**config.mk**
```make
export PLATFORM = sky130hd
export DESIGN_NAME = regfile_dump_reader
export DESIGN_NICKNAME = d
export VERILOG_FILES = /design/src/rtl/regfile_dump_reader.sv
export SDC_FILE = /design/constraint.sdc
export NUM_CORES = 1
export LEC_CHECK = 0
export ABC_AREA = 1
export BUFFER_PORTS_ARGS = -buffer_cell sky130_fd_sc_hd__buf_2
export CORE_MARGIN = 2
export CORE_UTILIZATION = 44
export CTS_CLUSTER_DIAMETER = 40
export DETAILED_ROUTE_END_ITERATION = 8
export GPL_TIMING_DRIVEN = 0
export PLACE_DENSITY = 0.76
export REMOVE_ABC_BUFFERS = 1
export SLEW_MARGIN = 20
export SYNTH_ARGS = -nofsm -noshare
export SYNTH_HDL_FRONTEND = slang
export SYNTH_SLANG_ARGS = --single-unit
export TNS_END_PERCENT = 50
```
**constraint.sdc**
```tcl
create_clock -name clock -period 1.5 [get_ports clock]
set_input_delay 0.15 -clock clock [delete_from_list [all_inputs] [get_ports clock]]
set_output_delay 0.15 -clock clock [all_outputs]
set_load 0.1 [all_outputs]
```
**src/rtl/regfile_dump_reader.sv**
```systemverilog
// ---------------------------------------------------------------------------
// regfile_dump_reader
//
// Read-side debug initiator for the register file. When start is pulsed, it
// walks the register address range first_addr..last_addr (5-bit, wrapping
// 31 -> 0) through one register-file read port. Each 32-bit value is
// captured once and presented as an (address, data) word on a valid/ready
// output stream. The block never writes. It only borrows a read port that is
// idle while the core is halted.
//
// Parameters:
//   NUM_REGS       number of implemented registers; higher addresses stream 0
//
// Ports:
//   clock          system clock, rising edge
//   reset          asynchronous, active-high reset
//   start          one-cycle dump request (ignored while busy)
//   first_addr     first register of the range, sampled on accepted start
//   last_addr      last register of the range, sampled on accepted start
//   abort          cancels a dump in progress (no done pulse)
//   reg_read_Addr  address driven to the register-file read port
//   reg_read_Data  combinational read data from the register file
//   out_valid      output word available
//   out_ready      consumer accepts the word this cycle
//   out_addr       register address of the current word
//   out_data       captured register value
//   out_last       current word is the final one of the range
//   busy           high from accepted start until return to idle
//   done           one-cycle pulse after the final word is accepted
// ---------------------------------------------------------------------------
module regfile_dump_reader #(
  parameter int unsigned NUM_REGS = 19
) (
  input  logic        clock,
  input  logic        reset,
  input  logic        start,
  input  logic [4:0]  first_addr,
  input  logic [4:0]  last_addr,
  input  logic        abort,
  output logic [4:0]  reg_read_Addr,
  input  logic [31:0] reg_read_Data,
  output logic        out_valid,
  input  logic        out_ready,
  output logic [4:0]  out_addr,
  output logic [31:0] out_data,
  output logic        out_last,
  output logic        busy,
  output logic        done
);

  localparam logic [1:0] S_IDLE   = 2'd0;
  localparam logic [1:0] S_READ   = 2'd1;
  localparam logic [1:0] S_HOLD   = 2'd2;
  localparam logic [1:0] S_FINISH = 2'd3;

  localparam logic [31:0] NUM_REGS_W = 32'(NUM_REGS);

  logic [1:0]  state_q, state_d;
  logic [4:0]  cur_q, cur_d;
  logic [4:0]  end_q, end_d;
  logic        out_valid_q, out_valid_d;
  logic [4:0]  out_addr_q, out_addr_d;
  logic [31:0] out_data_q, out_data_d;
  logic        out_last_q, out_last_d;
  logic        busy_q, busy_d;
  logic        done_q, done_d;

  // Registers at or above NUM_REGS do not exist, so they stream as zero
  // instead of whatever the read port happens to return.
  logic        cur_unimpl;
  assign cur_unimpl = ({27'd0, cur_q} >= NUM_REGS_W);

  // Next-state and datapath logic. Abort takes priority over the capture in
  // READ and over acceptance in HOLD. Either way the dump is dropped with no
  // done pulse.
  always_comb begin
    state_d     = state_q;
    cur_d       = cur_q;
    end_d       = end_q;
    out_valid_d = out_valid_q;
    out_addr_d  = out_addr_q;
    out_data_d  = out_data_q;
    out_last_d  = out_last_q;

    case (state_q)
      S_IDLE: begin
        if (start) begin
          cur_d   = first_addr;
          end_d   = last_addr;
          state_d = S_READ;
        end
      end
      S_READ: begin
        if (abort) begin
          out_valid_d = 1'b0;
          state_d     = S_IDLE;
        end else begin
          out_data_d  = cur_unimpl ? 32'h0 : reg_read_Data;
          out_addr_d  = cur_q;
          out_last_d  = (cur_q == end_q);
          out_valid_d = 1'b1;
          state_d     = S_HOLD;
        end
      end
      S_HOLD: begin
        if (abort) begin
          out_valid_d = 1'b0;
          state_d     = S_IDLE;
        end else if (out_ready) begin
          out_valid_d = 1'b0;
          if (out_last_q) begin
            state_d = S_FINISH;
          end else begin
            // 5-bit add wraps 31 -> 0 so ranges may cross the top
            cur_d   = cur_q + 5'd1;
            state_d = S_READ;
          end
        end
      end
      default: begin
        state_d = S_IDLE;
      end
    endcase

    // busy and done are registered copies of where the FSM is heading, so
    // they line up exactly with the state they describe.
    busy_d = (state_d != S_IDLE);
    done_d = (state_d == S_FINISH);
  end

  always_ff @(posedge clock or posedge reset) begin
    if (reset) begin
      state_q     <= S_IDLE;
      cur_q       <= 5'd0;
      end_q       <= 5'd0;
      out_valid_q <= 1'b0;
      out_addr_q  <= 5'd0;
      out_data_q  <= 32'h0;
      out_last_q  <= 1'b0;
      busy_q      <= 1'b0;
      done_q      <= 1'b0;
    end else begin
      state_q     <= state_d;
      cur_q       <= cur_d;
      end_q       <= end_d;
      out_valid_q <= out_valid_d;
      out_addr_q  <= out_addr_d;
      out_data_q  <= out_data_d;
      out_last_q  <= out_last_d;
      busy_q      <= busy_d;
      done_q      <= done_d;
    end
  end

  // The read port only carries cur while a word is being read or held.
  // Because state_q and cur_q are flops, this still changes only on edges.
  assign reg_read_Addr = ((state_q == S_READ) || (state_q == S_HOLD)) ? cur_q : 5'd0;

  assign out_valid = out_valid_q;
  assign out_addr  = out_addr_q;
  assign out_data  = out_data_q;
  assign out_last  = out_last_q;
  assign busy      = busy_q;
  assign done      = done_q;

endmodule
```
**Yosys cells after proc, flatten, opt, wreduce, memory -nomap -nowiden**

Index checks and enable logic that the tools add are counted.

- Add/subtract/negate cells: 1
- Magnitude comparators: 1
- Equality and inequality tests: 9
- Multiplexer cells: 17
- Bitwise operators: 1
- Reduce and logical (&&, ||, !) cells: 9

Operators with widths:

| operator | number |
|---|---|
| 2-to-1 mux 32 bit | 1 |
| 2-to-1 mux 5 bit | 5 |
| 2-to-1 mux 2 bit | 5 |
| one-hot mux 5 bit (2 select lines) | 1 |
| inequality test 2 bit, second input constant | 4 |
| one-hot mux 2 bit (3 select lines) | 1 |
| AND reduction 2 bit | 3 |
| nonzero test 2 bit | 3 |
| adder 5 x 1 -> 5 bit, second input constant | 1 |
| == test 5 bit | 1 |
| >= comparator 5 bit, second input constant | 1 |
| AND reduction 5 bit | 1 |
| == test 2 bit, second input constant | 2 |
| 2-to-1 mux 1 bit | 3 |
| inequality test 3 bit, second input constant | 1 |
| == test 2 x 1 -> 1 bit, second input constant | 1 |
| zero test 2 bit | 1 |
| one-hot mux 1 bit (2 select lines) | 1 |
| logical OR 1 bit | 1 |
| inverter 1 bit | 1 |

- Register bits after elaboration: 53
- Input bits: 47
- Output and inout bits: 46
- Logic and storage cells: 47

**Depth between registers and ports, before layout**

- Depth in word-level cells: 5
- Gate-level depth with buffers: 8
- Gate-level depth less buffers: 8

**Least setup slack after synthesis**

No wires, ideal clock.

- Kind: register to register
- Start point: register out_last_q, in the netlist out_last
- End point: register cur_q[0]
- Library setup time: 132 ps
- Data arrival time: 1455 ps
- Required time: 1368 ps
- Setup slack: -87 ps
- Stages on the path, launching flop included: 5
- Buffers on the path: 0
- Period minus slack after synthesis: 1587 ps
- Path through: dfrtp_1 o21ai_0 nand2_1 nor2_1 o21ai_0

- Cells in the longest elaborated chain, start to end: 2

Ends and longest elaborated chain:

| what | RTL line | text |
|---|---|---|
| start: declaration | 64 | `logic out_last_q, out_last_d;` |
| start signal: assignment | 149 | `out_last_q <= out_last_d;` |
| inequality test 2 bit (no line) | n/a |  |
| AND reduction 5 bit (no line) | n/a |  |
| end signal: assignment | 144 | `cur_q <= cur_d;` |
| end: declaration | 59 | `logic [4:0] cur_q, cur_d;` |

No other way between the ends.
A chain may end at the register's enable or synchronous reset.

**Final worst setup path**

- Start point: register state_q[0]
- End point: output port reg_read_Addr[3]

- Cells in the longest elaborated chain, start to end: 3
- Elaborated cells on any way between the ends: 4
- Classes of those cells: 2 x eq/ne; 1 x mux; 1 x reduce/logical

Ends and longest elaborated chain:

| what | RTL line | text |
|---|---|---|
| start: declaration | 58 | `logic [1:0] state_q, state_d;` |
| start signal: assignment | 143 | `state_q <= state_d;` |
| == test 2 x 1 -> 1 bit or == test 2 bit (tied branches) | 157 | `assign reg_read_Addr = ((state_q == S_READ) \|\| (state_q == S_HOLD)) ? cur_q : 5'd0;` |
| logical OR 1 bit * | 157 |  |
| 2-to-1 mux 5 bit * | 157 |  |
| end: declaration | 40 | `output logic [4:0] reg_read_Addr,` |

Every way passes the cells marked *; elsewhere a longest branch is shown, timed or not.

==> metrics.md <==
| Metric | Value |
|---|---|
| DIE AREA | about 0.0062 mm2 |
| CP Class | register to output port |
| Synth Register Bits | 53 |
| RSZ-0062 raised after global routing | true |
| Antenna violations before repair | 0 |
| Final Skew | around 0.0039 ns |
| Hold_ws | between 0.04 and 0.05 ns |
| Post-synth top area cell | dfrtp_1 |
| Initial Util | a little under half |
| Number of global-route vias before repair | ~2300 |
| Clk slew on worst S/H paths | about 0.090 ns |
| Final hold violations | 0 |
| Met3 wire len | between 300 and 400 um |
| Cell variety after synth | 23 |
| Crit path buf inv count | 3 |
| Max Slew Vio Count | 0 |
| CTS Buf Count | 5 |
| Slowest CP cell | dfrtp_1 |
| CTS max path bufs | 2 |
| Average wire per standard cell | between 10 and 15 um |
| CP Launch Type | register |
| GRT Residual Overflow | 0 |
| ANT cells | 0 |
| Outcome | complete, but fails checks |
| Drt first pass iters | 5 |
| Pin count of the biggest net entering global routing | 45 |
| Crit path DAT | around 1.4 ns |
| Vias per cell | 5.02 |
| Rows | 27 |
| DIE HEIGHT | around 80 um |
| CP max stage delay | approximately 0.39 ns |
| Placeable core area | 0.00544 mm2 |
| Synth Instances | a little under 300 |
| Worst Setup Slack, final | -0.0501 ns |
| Wire length of the first global-routing pass | just over 10000 um |
| MaxCap Viol Count | 0 |
| Total GRT Usage | between 20% and 30% |
| Hold Crit Class | input port to register |
| DR top layer | met4 |
| Final setup vio count | 5 |
| Non-filler instance count after layout | approximately 480 |
| Most used cell, CP | inv_2 |
| YS warnings | 0 |
| Cell Chain, Critical Path | inv_2 -> ha_4 -> nand2_1 -> inv_2 -> buf_12 |
| CTS tree | yes |
| DR vias | 2386 |
| # placed instances | 447 |
| Minimum clock period | ~1.6 ns |
| Area Growth Syn to Fin | 40.9% |
| Top-area cell type share of the netlist area | between 50% and 60% |
| Share of cells above drive strength 1 | between 30% and 40% |
| Met1 WL | 2830 um |
| CTS root buf | clkbuf_8 |
| Fmax | 645 MHz |
| Detail Route Antenna Nets | 0 |
| Detail Route met2 WL | roughly 3100 um |
| Final WL | 6380 um |
| Nets | approximately 450 |
| TritonCTS Sinks | 53 |
| Worst Setup End Kind | output port |
| Failing checks | setup timing |
| Die W | 78.7 um |
| DRC | 0 |
| Port bufs | 92 |
| Sequential area share after synthesis | between 50% and 60% |
| Worst-margin pin slew | 0.560 ns |
| Post-Syn Area | approximately 0.0025 mm2 |
| Top area cells in the synthesized netlist | dfrtp_1 (54%), nand2_1 (18%), nand3_1 (7.5%) |
| Clock Latency Late Sink | 0.30 ns |
| Synthesized area per cell | ~8.3 um2 |
| Period utilisation layout | 103% |
| Rel. slew slack | 62.6% |
| CP Max Fanout | 5 |
| # H-tree levels | 2 |
| Initial DRC count | roughly 100 |
| Worst endpoint required time | approximately 1.4 ns |
| CP top delay family | flip-flops |
| Hpwl dp | 3890 um |
| IO Count | 93 |
| RePlAce Congestion | 0.811 |
==> registers in the layout, indices dropped and copies added, names as in the netlist <==
| register | count |
|---|---|
| busy | 1 |
| cur_q | 5 |
| done | 1 |
| state_q | 2 |
| out_valid | 1 |
| out_addr | 5 |
| end_q | 5 |
| out_data | 32 |
| out_last | 1 |
==> placed cells by master (no fill, tap or decap), drive strengths merged <==
cell type	n
clkbuf	10
nand4	2
nand3	41
mux2i	1
dfrtp	53
o21ai	22
inv	25
dlygate4sd3	1
a21oi	1
o22ai	1
ha	5
nor2	9
o211ai	1
nand2	118
buf	110
or2	3
==> metrics by stage <==
stage                     worst slack [ns]  TNS [ns]  instance area [um2]  utilization [%]
after floorplan                     -0.748    -29.73                 2370                -
after detailed placement            -0.497    -19.99                 2970             54.6
after global routing                -0.101     -1.01                 3460             63.6
final                              -0.0501    -0.186                 3460             63.6
after CTS                          -0.0294    -0.123                 3290             60.5
after global placement               -1.55    -93.39                 2920             53.6
==> worst paths after layout <==
kind | endpoint | slack, ns | depth (start not counted) | from
max in group asynchronous | out_data[0] | 0.52 | 4 | reset
min in group asynchronous | out_data[29] | 0.44 | 3 | reset
min | end_q[4] | 0.04 | 3 | last_addr[4]
max reg2reg | out_data[23] | 0.02 | 6 | cur_q[0]
min reg2reg | out_data[28] | 0.48 | 2 | out_data[28]
max | reg_read_Addr[3] | -0.05 | 5 | state_q[0]
==> repair_timing <==
item                                   4_1_cts  5_1_grt
endpoints found under the hold margin       24        0
setup buffers                               10        6
pin swaps                                    4       12
setup endpoints to repair                   53       53
hold buffers                                 1        0
resized for setup                           43       22
gates cloned                                 1        2
==> tightest hold or removal path, delay by kind of cell <==
family / cells / cell delay [ns]
and+or+nand+nor: 2 / 0.09
buffers and inverters: 1 / 0.07
==> metal layers <==
layer	vias to the layer above	track usage (%)
li1	1147	-
met1	1141	26.2
met2	90	36.2
met3	8	4.60
met4	0	5.79
met5	-	0
==> cells in the mapped netlist <==
master    instances
o21ai_4           1
buf_6             4
or2_4             1
clkbuf_2          1
nor2_2            1
inv_2             1
nor2_1            8
ha_1              5
inv_1            24
nand3_1          37
nand4_1           2
dfrtp_1          53
a21oi_1           1
clkbuf_1          4
buf_4             1
o211ai_1          1
o21ai_0          20
or2_2             2
o22ai_1           1
mux2i_1           1
buf_2             3
nand2_1         118
nand3_2           4
==> layout make-up <==
cell class | instances | area [um2]
timing repair buffer | 113 | 767
clock buffer | 8 | 80.1
tap | 72 | 90.1
sequential | 53 | 1330
inverter | 25 | 106
multi-input combinational | 204 | 1080
fill | 464 | 1980
==> kinds of logic (layout without fill, tap and decap cells) <==
kind of cell,count (synthesis),after routing,synth area share [%]
mux,1,1,0.408
compound gates,24,25,5.51
fa+ha+maj,5,5,2.55
simple gates,173,173,30.1
flops,53,53,54.1
buf+inv,38,146,7.39
Power is not shown: default switching activity piles up to over one toggle a cycle in this logic, so the estimate is an artifact.
